==> src/rtl/seq_alu.sv <==
// seq_alu: registered ALU stage with valid/ready handshakes on input and output.
// The iterative shift-add multiplier is built only when SEQ_ALU_MUL_EN is defined.
module seq_alu #(
   parameter int WIDTH = 20
) (
   input  logic             clk,
   input  logic             rst_n,
   input  logic             in_valid,
   output logic             in_ready,
   input  logic [WIDTH-1:0] i0,
   input  logic [WIDTH-1:0] i1,
   input  logic [2:0]       op_select,
   input  logic             be_select,
   output logic             out_valid,
   input  logic             out_ready,
   output logic [WIDTH-1:0] s,
   output logic             cout,
   output logic             e,
   output logic             z,
   output logic             busy
);

   localparam int SHW = $clog2(WIDTH) + 1;

   localparam logic [2:0] OP_ADD = 3'b000;
   localparam logic [2:0] OP_SUB = 3'b001;
   localparam logic [2:0] OP_AND = 3'b010;
   localparam logic [2:0] OP_OR  = 3'b011;
   localparam logic [2:0] OP_XOR = 3'b100;
   localparam logic [2:0] OP_MUL = 3'b101;
   localparam logic [2:0] OP_SHL = 3'b110;
   localparam logic [2:0] OP_SHR = 3'b111;

   localparam logic [0:0] ST_IDLE = 1'b0;
`ifdef SEQ_ALU_MUL_EN
   localparam logic [0:0] ST_MUL  = 1'b1;
   localparam logic [SHW-1:0] CNT_LAST = SHW'(WIDTH - 1);
   localparam logic [SHW-1:0] CNT_ONE  = SHW'(1);
`endif
   localparam logic [SHW-1:0] SH_LIM = SHW'(WIDTH);

   logic [0:0]       state_q, state_d;
   logic             out_valid_q, out_valid_d;
   logic [WIDTH-1:0] s_q, s_d;
   logic             cout_q, cout_d;
   logic             e_q, e_d;
   logic             z_q, z_d;

`ifdef SEQ_ALU_MUL_EN
   logic [WIDTH-1:0] mcand_q, mcand_d;
   logic [WIDTH-1:0] hi_q, hi_d;
   logic [WIDTH-1:0] lo_q, lo_d;
   logic [SHW-1:0]   cnt_q, cnt_d;
   logic             e_mul_q, e_mul_d;
   logic [WIDTH:0]   step_sum_s;
   logic [WIDTH-1:0] hi_nxt_s;
   logic [WIDTH-1:0] lo_nxt_s;
`endif

   logic             in_ready_s;
   logic             accept_s;
   logic             eq_s;
   logic [SHW-1:0]   sh_s;
   logic [WIDTH:0]   sum_s;
   logic [WIDTH-1:0] alu_s;
   logic             alu_cout_s;

   assign in_ready_s = (state_q == ST_IDLE) && (!out_valid_q || out_ready);
   assign accept_s   = in_valid && in_ready_s;
   assign eq_s       = be_select ? (i0 != i1) : (i0 == i1);
   assign sh_s       = i1[SHW-1:0];
   assign sum_s      = {1'b0, i0} + {1'b0, i1};

   // Single-cycle operations; mul is handled by the sequencer, so it yields zero here.
   always_comb begin
      alu_s      = {WIDTH{1'b0}};
      alu_cout_s = 1'b0;
      case (op_select)
         OP_ADD: begin
            alu_s      = sum_s[WIDTH-1:0];
            alu_cout_s = sum_s[WIDTH];
         end
         OP_SUB: begin
            alu_s      = i0 - i1;
            alu_cout_s = (i0 < i1);
         end
         OP_AND: alu_s = i0 & i1;
         OP_OR:  alu_s = i0 | i1;
         OP_XOR: alu_s = i0 ^ i1;
         OP_MUL: alu_s = {WIDTH{1'b0}};
         OP_SHL: begin
            if (sh_s >= SH_LIM) alu_s = {WIDTH{1'b0}};
            else                alu_s = i0 << sh_s;
         end
         OP_SHR: begin
            if (sh_s >= SH_LIM) alu_s = {WIDTH{1'b0}};
            else                alu_s = i0 >> sh_s;
         end
         default: begin
            alu_s      = {WIDTH{1'b0}};
            alu_cout_s = 1'b0;
         end
      endcase
   end

`ifdef SEQ_ALU_MUL_EN
   // One shift-add step: {hi,lo} shifts right while lo drains the multiplier bits.
   always_comb begin
      if (lo_q[0]) step_sum_s = {1'b0, hi_q} + {1'b0, mcand_q};
      else         step_sum_s = {1'b0, hi_q};
      hi_nxt_s = step_sum_s[WIDTH:1];
      lo_nxt_s = {step_sum_s[0], lo_q[WIDTH-1:1]};
   end
`endif

   // Next-state, result register and multiplier sequencing.
   always_comb begin
      state_d     = state_q;
      out_valid_d = out_valid_q;
      s_d         = s_q;
      cout_d      = cout_q;
      e_d         = e_q;
      z_d         = z_q;
`ifdef SEQ_ALU_MUL_EN
      mcand_d     = mcand_q;
      hi_d        = hi_q;
      lo_d        = lo_q;
      cnt_d       = cnt_q;
      e_mul_d     = e_mul_q;
`endif
      case (state_q)
         ST_IDLE: begin
            if (accept_s) begin
`ifdef SEQ_ALU_MUL_EN
               if (op_select == OP_MUL) begin
                  state_d     = ST_MUL;
                  out_valid_d = 1'b0;
                  mcand_d     = i0;
                  hi_d        = {WIDTH{1'b0}};
                  lo_d        = i1;
                  cnt_d       = {SHW{1'b0}};
                  e_mul_d     = eq_s;
               end else begin
`else
               begin
`endif
                  out_valid_d = 1'b1;
                  s_d         = alu_s;
                  cout_d      = alu_cout_s;
                  e_d         = eq_s;
                  z_d         = (alu_s == {WIDTH{1'b0}});
               end
            end else if (out_valid_q && out_ready) begin
               out_valid_d = 1'b0;
            end else begin
               out_valid_d = out_valid_q;
            end
         end
`ifdef SEQ_ALU_MUL_EN
         ST_MUL: begin
            hi_d  = hi_nxt_s;
            lo_d  = lo_nxt_s;
            cnt_d = cnt_q + CNT_ONE;
            if (cnt_q == CNT_LAST) begin
               state_d     = ST_IDLE;
               out_valid_d = 1'b1;
               s_d         = lo_nxt_s;
               cout_d      = |hi_nxt_s;
               e_d         = e_mul_q;
               z_d         = (lo_nxt_s == {WIDTH{1'b0}});
            end else begin
               state_d = ST_MUL;
            end
         end
`endif
         default: begin
            state_d     = ST_IDLE;
            out_valid_d = 1'b0;
         end
      endcase
   end

   // State and output registers; reset aborts any multiply in flight.
   always_ff @(posedge clk or negedge rst_n) begin
      if (!rst_n) begin
         state_q     <= ST_IDLE;
         out_valid_q <= 1'b0;
         s_q         <= {WIDTH{1'b0}};
         cout_q      <= 1'b0;
         e_q         <= 1'b0;
         z_q         <= 1'b0;
`ifdef SEQ_ALU_MUL_EN
         mcand_q     <= {WIDTH{1'b0}};
         hi_q        <= {WIDTH{1'b0}};
         lo_q        <= {WIDTH{1'b0}};
         cnt_q       <= {SHW{1'b0}};
         e_mul_q     <= 1'b0;
`endif
      end else begin
         state_q     <= state_d;
         out_valid_q <= out_valid_d;
         s_q         <= s_d;
         cout_q      <= cout_d;
         e_q         <= e_d;
         z_q         <= z_d;
`ifdef SEQ_ALU_MUL_EN
         mcand_q     <= mcand_d;
         hi_q        <= hi_d;
         lo_q        <= lo_d;
         cnt_q       <= cnt_d;
         e_mul_q     <= e_mul_d;
`endif
      end
   end

   assign in_ready  = in_ready_s;
   assign out_valid = out_valid_q;
   assign s         = s_q;
   assign cout      = cout_q;
   assign e         = e_q;
   assign z         = z_q;
`ifdef SEQ_ALU_MUL_EN
   assign busy      = (state_q == ST_MUL);
`else
   assign busy      = 1'b0;
`endif

endmodule

==> config.mk <==
export PLATFORM = sky130hd
export DESIGN_NAME = seq_alu
export DESIGN_NICKNAME = d
export VERILOG_FILES = /design/src/rtl/seq_alu.sv
export SDC_FILE = /design/constraint.sdc
export NUM_CORES = 1
export LEC_CHECK = 0
export ABC_AREA = 0
export ABC_CLOCK_PERIOD_IN_PS = 4160
export BUFFER_PORTS_ARGS = -buffer_cell sky130_fd_sc_hd__buf_2
export CORE_ASPECT_RATIO = 0.5
export CORE_MARGIN = 3
export CORE_UTILIZATION = 45
export CTS_CLUSTER_SIZE = 10
export DETAILED_ROUTE_END_ITERATION = 10
export GPL_TIMING_DRIVEN = 0
export SLEW_MARGIN = 20
export SYNTH_ARGS = -nofsm -noshare
export SYNTH_HDL_FRONTEND = slang
export SYNTH_SLANG_ARGS = --single-unit
==> constraint.sdc <==
create_clock -name clk -period 4.16 [get_ports clk]
set_input_delay 1.248 -clock clk [delete_from_list [all_inputs] [get_ports clk]]
set_output_delay 1.248 -clock clk [all_outputs]
set_load 0.02 [all_outputs]
# After elaboration in Yosys (flattened, before gate mapping)

Cells that the tools add are included.

Flip-flop bits (word level): 24
Bits of input ports: 48
Output and inout bits: 26
Logic and storage cells: 37

Add/sub/neg operators: 2
$lt $le $gt $ge: 2
Equality and inequality tests: 9
Shifts and indexed selects: 2
Mux-type cells: 7
Bitwise logic cells: 3
Reduce and logical (&&, ||, !) cells: 7

Operators by type and width:

| operator           | number |
|---|---|
| $pmux 20 s8        | 1 |
| $mux 20            | 2 |
| $add 20x20->21     | 1 |
| $and 20x20->20     | 1 |
| $eq 20x20->1       | 1 |
| $logic_not 20->1   | 1 |
| $lt 20x20->1       | 1 |
| $ne 20x20->1       | 1 |
| $or 20x20->20      | 1 |
| $shl 20x6->20      | 1 |
| $shr 20x6->20      | 1 |
| $sub 20x20->20     | 1 |
| $xor 20x20->20     | 1 |
| $eq 3x3->1 const B | 4 |
| $eq 3x2->1 const B | 2 |
| $ge 6x5->1 const B | 1 |
| $eq 3x1->1 const B | 1 |
| $logic_not 3->1    | 1 |
| $mux 1             | 3 |
| $logic_and 1x1->1  | 2 |
| $pmux 1 s2         | 1 |
| $reduce_bool 2->1  | 1 |
| $logic_not 1->1    | 1 |
| $logic_or 1x1->1   | 1 |

# Logic depth before layout (Yosys ltp)

Word-level depth: 4
Gate-level depth with buffers: 15
Depth with buffers taken out: 14

# Worst setup path after synthesis

OpenSTA, ideal clock, no wires.

Kind: input to register
Start: input port i1[2]
End: register z_q, in the netlist z
Library setup time: 67 ps
Arrival: 4577 ps
Data required time: 4093 ps
Path slack: -484 ps
Stages: 15
Path buffers: 3
Path through: clkinv_1 > clkbuf_1 > clkbuf_1 > ha_1 > clkbuf_1 > nand2b_1 > a2111oi_0 > a211oi_1 > mux2i_1 > nand4_1 > or4_1 > nor4_2 > nand4b_1 > nor4_1 > a32o_1

Cells in the longest elaborated chain, start to end: 4
Elaborated cells between the ends (all ways): 12
Classes of those cells: 2 x add/sub; 1 x order compare; 2 x shift; 3 x mux; 3 x bitwise; 1 x reduce/logical

Ends and longest elaborated chain:

| element                                                | line | RTL |
|---|---|---|
| start, declared                                        | 11   | `input logic [WIDTH-1:0] i1,` |
| branches (longest 2 deep; another with $sub 20x20->20) | --   |  |
| $pmux 20 s8 (*)                                        | 78   | `case (op_select)` |
| $logic_not 20->1 (*)                                   | 151  | `z_d = (alu_s == {WIDTH{1'b0}});` |
| end signal, assigned                                   | 205  | `z_q <= z_d;` |
| end, declared                                          | 47   | `logic z_q, z_d;` |

Mark *: on every way between the ends.
A chain may end at the register's enable or synchronous reset.

# Final worst setup path

Start: input port i0[14]
End: register z_q, in the netlist z

Cells in the longest elaborated chain, start to end: 4
Elaborated cells between the ends (all ways): 11
Classes of those cells: 2 x add/sub; 2 x shift; 3 x mux; 3 x bitwise; 1 x reduce/logical

Ends and longest elaborated chain:

| element                                                | line | RTL |
|---|---|---|
| start, declared                                        | 10   | `input logic [WIDTH-1:0] i0,` |
| branches (longest 2 deep; another with $sub 20x20->20) | --   |  |
| $pmux 20 s8 (*)                                        | 78   |  |
| $logic_not 20->1 (*)                                   | 151  |  |

Marked as above.

==> metrics.txt <==
# TYPE chip_impl_metric gauge
chip_impl_info{name="outcome",value="complete, but fails checks"} 1
chip_impl_info{name="failed_checks",value="setup timing"} 1
chip_impl_info{name="type_of_the_most_critical_hold_path",value="reg2reg"} 1
chip_impl_metric{name="critical_path.max_fanout",unit=""} 10
chip_impl_info{name="cts_tree",value="yes"} 1
chip_impl_info{name="worstSetupPathType",value="in2reg"} 1
chip_impl_metric{name="layout_worst_path_cycle_share",unit="%"} 102.7
chip_impl_metric{name="hold_viol",unit=""} 0
chip_impl_metric{name="finalWeightedCongestion",unit=""} 1.017
chip_impl_metric{name="timing.critical_path.slowest_cell_delay",unit="ps"} 620
chip_impl_metric{name="route.detailed.wl_per_inst",unit="µm"} 26.66
chip_impl_metric{name="placeableCoreArea",unit="µm²"} 13740
chip_impl_metric{name="timing.final.setup_violations",unit=""} 1
chip_impl_metric{name="grt_pass1_wl",unit="mm"} 45.33
chip_impl_metric{name="die_height",unit="µm"} 90.42
chip_impl_metric{name="critical_path_buf_inv_count",unit=""} 2
chip_impl_metric{name="grt_start_max_net_pins",unit=""} 25
chip_impl_metric{name="first_global_vias",unit=""} 7299
chip_impl_metric{name="synth-edff-count",unit=""} 0
chip_impl_metric{name="avgViaCountPerCell",unit=""} 6.872
chip_impl_info{name="grt_setup_unrepaired",value="true"} 1
chip_impl_metric{name="power.ir.vdd_worst",unit="V"} 0.0001441
chip_impl_metric{name="synthesis.yosys.warnings",unit=""} 0
chip_impl_metric{name="post-route-drc-count",unit=""} 0
chip_impl_metric{name="async_reset_ff_share",unit="%"} 100.0
chip_impl_metric{name="cp.arrival",unit="ps"} 4460
chip_impl_metric{name="aggregate_global_routing_overflow",unit=""} 0
chip_impl_metric{name="globalRouteTotalUtil",unit="%"} 37.00
chip_impl_metric{name="drt_iter0_drc",unit=""} 1130
chip_impl_info{name="clk_root_buffer_cell",value="clkbuf_16"} 1
chip_impl_metric{name="dp_hpwl",unit="mm"} 23.41
chip_impl_metric{name="dp_slack",unit="ps"} -1143
chip_impl_metric{name="clk-insertion-delay-late",unit="ps"} 250
chip_impl_metric{name="nFillCells",unit=""} 1333
chip_impl_metric{name="netlist-cell-type-count",unit=""} 79
chip_impl_info{name="critical-path-slowest-cell",value="mux4_2"} 1
chip_impl_metric{name="post_synth_inst_count",unit=""} 851
chip_impl_metric{name="drt-pass1-iter-count",unit=""} 5
chip_impl_metric{name="power_density",unit="nW/µm²"} 205.6
chip_impl_metric{name="cts_made_buffers",unit=""} 3
chip_impl_metric{name="antenna_found_initial",unit=""} 0
chip_impl_metric{name="clockBufferDepth",unit=""} 2
chip_impl_metric{name="clk_pin_slew",unit="ps"} 60
chip_impl_info{name="netlist.top_cell.by_area",value="ha_1"} 1
chip_impl_metric{name="yosys_register_bits",unit=""} 24
chip_impl_metric{name="area_growth",unit="%"} 25.69
chip_impl_metric{name="synth_area",unit="µm²"} 6414
chip_impl_metric{name="grtUsageMet3",unit="%"} 11.88
chip_impl_metric{name="via_count",unit=""} 7916
chip_impl_info{name="crit_chain",value="buf_2 > clkbuf_1 > mux4_2 > mux2i_4 > o32ai_1 > o211ai_1 > o311ai_4 > or4_4 > nor4_4 > nand4b_1 > nor4_2 > a32o_1"} 1
chip_impl_metric{name="cts_sinks",unit=""} 24
chip_impl_metric{name="max_cap_violations",unit=""} 0
chip_impl_metric{name="worstPathRequired",unit="ps"} 4350
chip_impl_info{name="grt_busiest_layer",value="met1"} 1
chip_impl_info{name="crit_path_end_kind",value="register"} 1
chip_impl_metric{name="period_needed",unit="ps"} 4273
chip_impl_metric{name="overall_die_area",unit="µm²"} 15810
chip_impl_metric{name="total_wirelength_of_the_detailed_routed_design",unit="mm"} 30.71
chip_impl_info{name="delay_heaviest_family_cp",value="simple AND/OR/NAND/NOR gates"} 1
chip_impl_metric{name="antenna_cells",unit=""} 0
chip_impl_metric{name="setup_ws",unit="ps"} -112.7
chip_impl_metric{name="post_synth_net_total",unit=""} 963
chip_impl_info{name="synth_area_leaders",value="ha_1 (12%), mux4_2 (11%), dfrtp_1 (9.4%)"} 1
chip_impl_metric{name="met2_capacity_usage_during_global_routing",unit="%"} 52.56
chip_impl_metric{name="route.antenna.remaining_nets",unit=""} 0
chip_impl_info{name="postSynth.topFlopCell",value="dfrtp_1"} 1
chip_impl_metric{name="yosysTopAreaCellShare",unit="%"} 12.10
chip_impl_metric{name="synth-seq-area-share",unit="%"} 9.364
chip_impl_metric{name="port_buffers",unit=""} 71
chip_impl_metric{name="fp.dieW",unit="µm"} 174.8
chip_impl_metric{name="placementRows",unit=""} 30
chip_impl_metric{name="design.portCount",unit=""} 74
chip_impl_metric{name="timing_worst_slew_pin_value",unit="ps"} 1009
chip_impl_metric{name="h_tree_levels",unit=""} 1
chip_impl_metric{name="post_route_cells_drive_above_1_share",unit="%"} 27.19
chip_impl_metric{name="fmax",unit="GHz"} 0.2340
chip_impl_metric{name="floorplan.initialDensity",unit="%"} 46.68
chip_impl_metric{name="final-max-slew-violation-count",unit=""} 0
chip_impl_metric{name="leakage",unit="nW"} 3.474
chip_impl_metric{name="finish.utilization",unit="%"} 58.68
chip_impl_metric{name="number_of_nets_in_the_layout",unit=""} 1074
chip_impl_info{name="critPathLaunchType",value="primary input"} 1
chip_impl_metric{name="timing.max_slew.rel_slack",unit="%"} 32.19
chip_impl_metric{name="syn_area_per_cell",unit="µm²"} 7.537
chip_impl_metric{name="grt.met1_usage",unit="%"} 54.84
chip_impl_metric{name="timing.clock.skew",unit="ps"} 1.385
chip_impl_metric{name="holdWs",unit="ps"} 473.3
-- per-layer routing --
layer | part of all wire, % | vias up
met5 | 0 | -
met4 | 1.9 | 0
met3 | 15 | 62
met2 | 40 | 616
met1 | 42 | 3821
li1 | - | 3417
-- stage by stage --
stage                     std cells  total power [mW]  area (µm²)  TNS [ps]
after global routing           1152             1.731        8061    -169.3
after CTS                      1145             1.554        7775    -188.3
after global placement         1114             1.256        7101     -7328
final                          1152             1.657        8061    -112.7
after floorplan                 851            0.9320        6505         0
after detailed placement       1114             1.265        7101     -7318
-- worst register-to-register path, delay by kind of cell (launching register included) --
family	cells	cell delay (ps)
AND/OR/NAND/NOR	7	1810
AO/OA/AOI/OAI	3	690
flip-flops	1	380
-- registers in the layout (all words and copies together) (netlist names) --
| name | flops |
|---|---|
| cout | 1 |
| z | 1 |
| out_valid | 1 |
| e | 1 |
| s | 20 |
-- layout make-up --
class | count | area (µm²) | area share (%)
inverter | 66 | 280.3 | 3.477
sequential | 24 | 600.6 | 7.450
timing repair buffer | 111 | 749.5 | 9.297
tap | 192 | 240.2 | 2.980
multi-input combinational | 696 | 5672 | 70.36
buffer | 60 | 444.2 | 5.510
clock buffer | 3 | 75.07 | 0.9312
-- cells in the final DEF (no fill, tap or decap), types with 7 or more instances in the layout --
cell type  instances
o21ai_0           45
a21o_1             7
a22oi_1            7
nor3_1            20
clkbuf_1          25
buf_12             7
a211o_1            7
inv_1             60
a211oi_1           9
and2_1             7
ha_1              55
mux2_2            10
nor2b_1           15
dfrtp_1           24
buf_2             71
o211ai_1          14
nand3_1           25
nor2_1            69
a31oi_1           10
mux2i_1           21
o31ai_1            7
and3_1             7
a21oi_1           52
buf_4             44
nand2b_1          16
o22ai_1            7
nand2_1           85
or3_1              7
nand4_1            7
mux4_2            32
-- Yosys cell counts, drive strengths merged (4+ instances only) --
cell type / n
mux2: 10
o21ai: 49
nand2: 86
o211ai: 14
o311ai: 7
a221oi: 8
a211o: 7
inv: 64
ha: 62
nand3: 25
mux2i: 24
xor2: 4
or2: 7
nor3: 22
nor4: 7
buf: 22
nand2b: 17
a21o: 7
o221ai: 7
and3: 8
a22oi: 7
a221o: 6
nor2b: 15
mux4: 35
o31ai: 8
nand4: 7
nor2: 69
clkbuf: 43
and2: 9
a31o: 5
a21oi: 55
a31oi: 11
o22ai: 8
nand3b: 4
or3: 8
a211oi: 14
dfrtp: 24
-- logic make-up after synthesis --
group | after synthesis | synth area share (%)
simple gates | 295 | 22.32
compound gates | 260 | 28.25
buf+inv | 131 | 8.369
mux | 69 | 17.97
fa+ha+maj | 64 | 12.72
flops | 24 | 9.364
xor+xnor | 7 | 0.9559
other cells | 1 | 0.05847
-- power breakdown --
group          total (mW)  leakage [nW]  switching, mW  internal (mW)
Sequential          0.293         0.293         0.0200          0.273
Combinational        1.16          3.14          0.712          0.453
Clock               0.199        0.0370         0.0722          0.127
Total                1.66          3.47          0.804          0.853
-- final timing paths --
path	from	end	slack, ps	depth (start not counted)
setup reg to reg	out_valid$_DFFE_PN0P_	z$_DFFE_PN0P_	1210	10
hold reg to reg	s[10]$_DFFE_PN0P_	s[10]$_DFFE_PN0P_	470	2
hold / removal	s[10]$_DFFE_PN0P_	s[10]$_DFFE_PN0P_	470	2
min in group asynchronous	rst_n	out_valid$_DFFE_PN0P_	960	1
max in group asynchronous	rst_n	s[11]$_DFFE_PN0P_	2860	1
setup / recovery	i0[14]	z$_DFFE_PN0P_	-110	12
-- timing repair --
action,4_1_cts,5_1_grt
resized for setup,82,56
hold endpoints to repair,0,0
setup endpoints to repair,13,5
setup buffers,30,10
hold buffers,0,0
pin swaps,15,21
No activity file was read; power rests on OpenSTA's default activity.
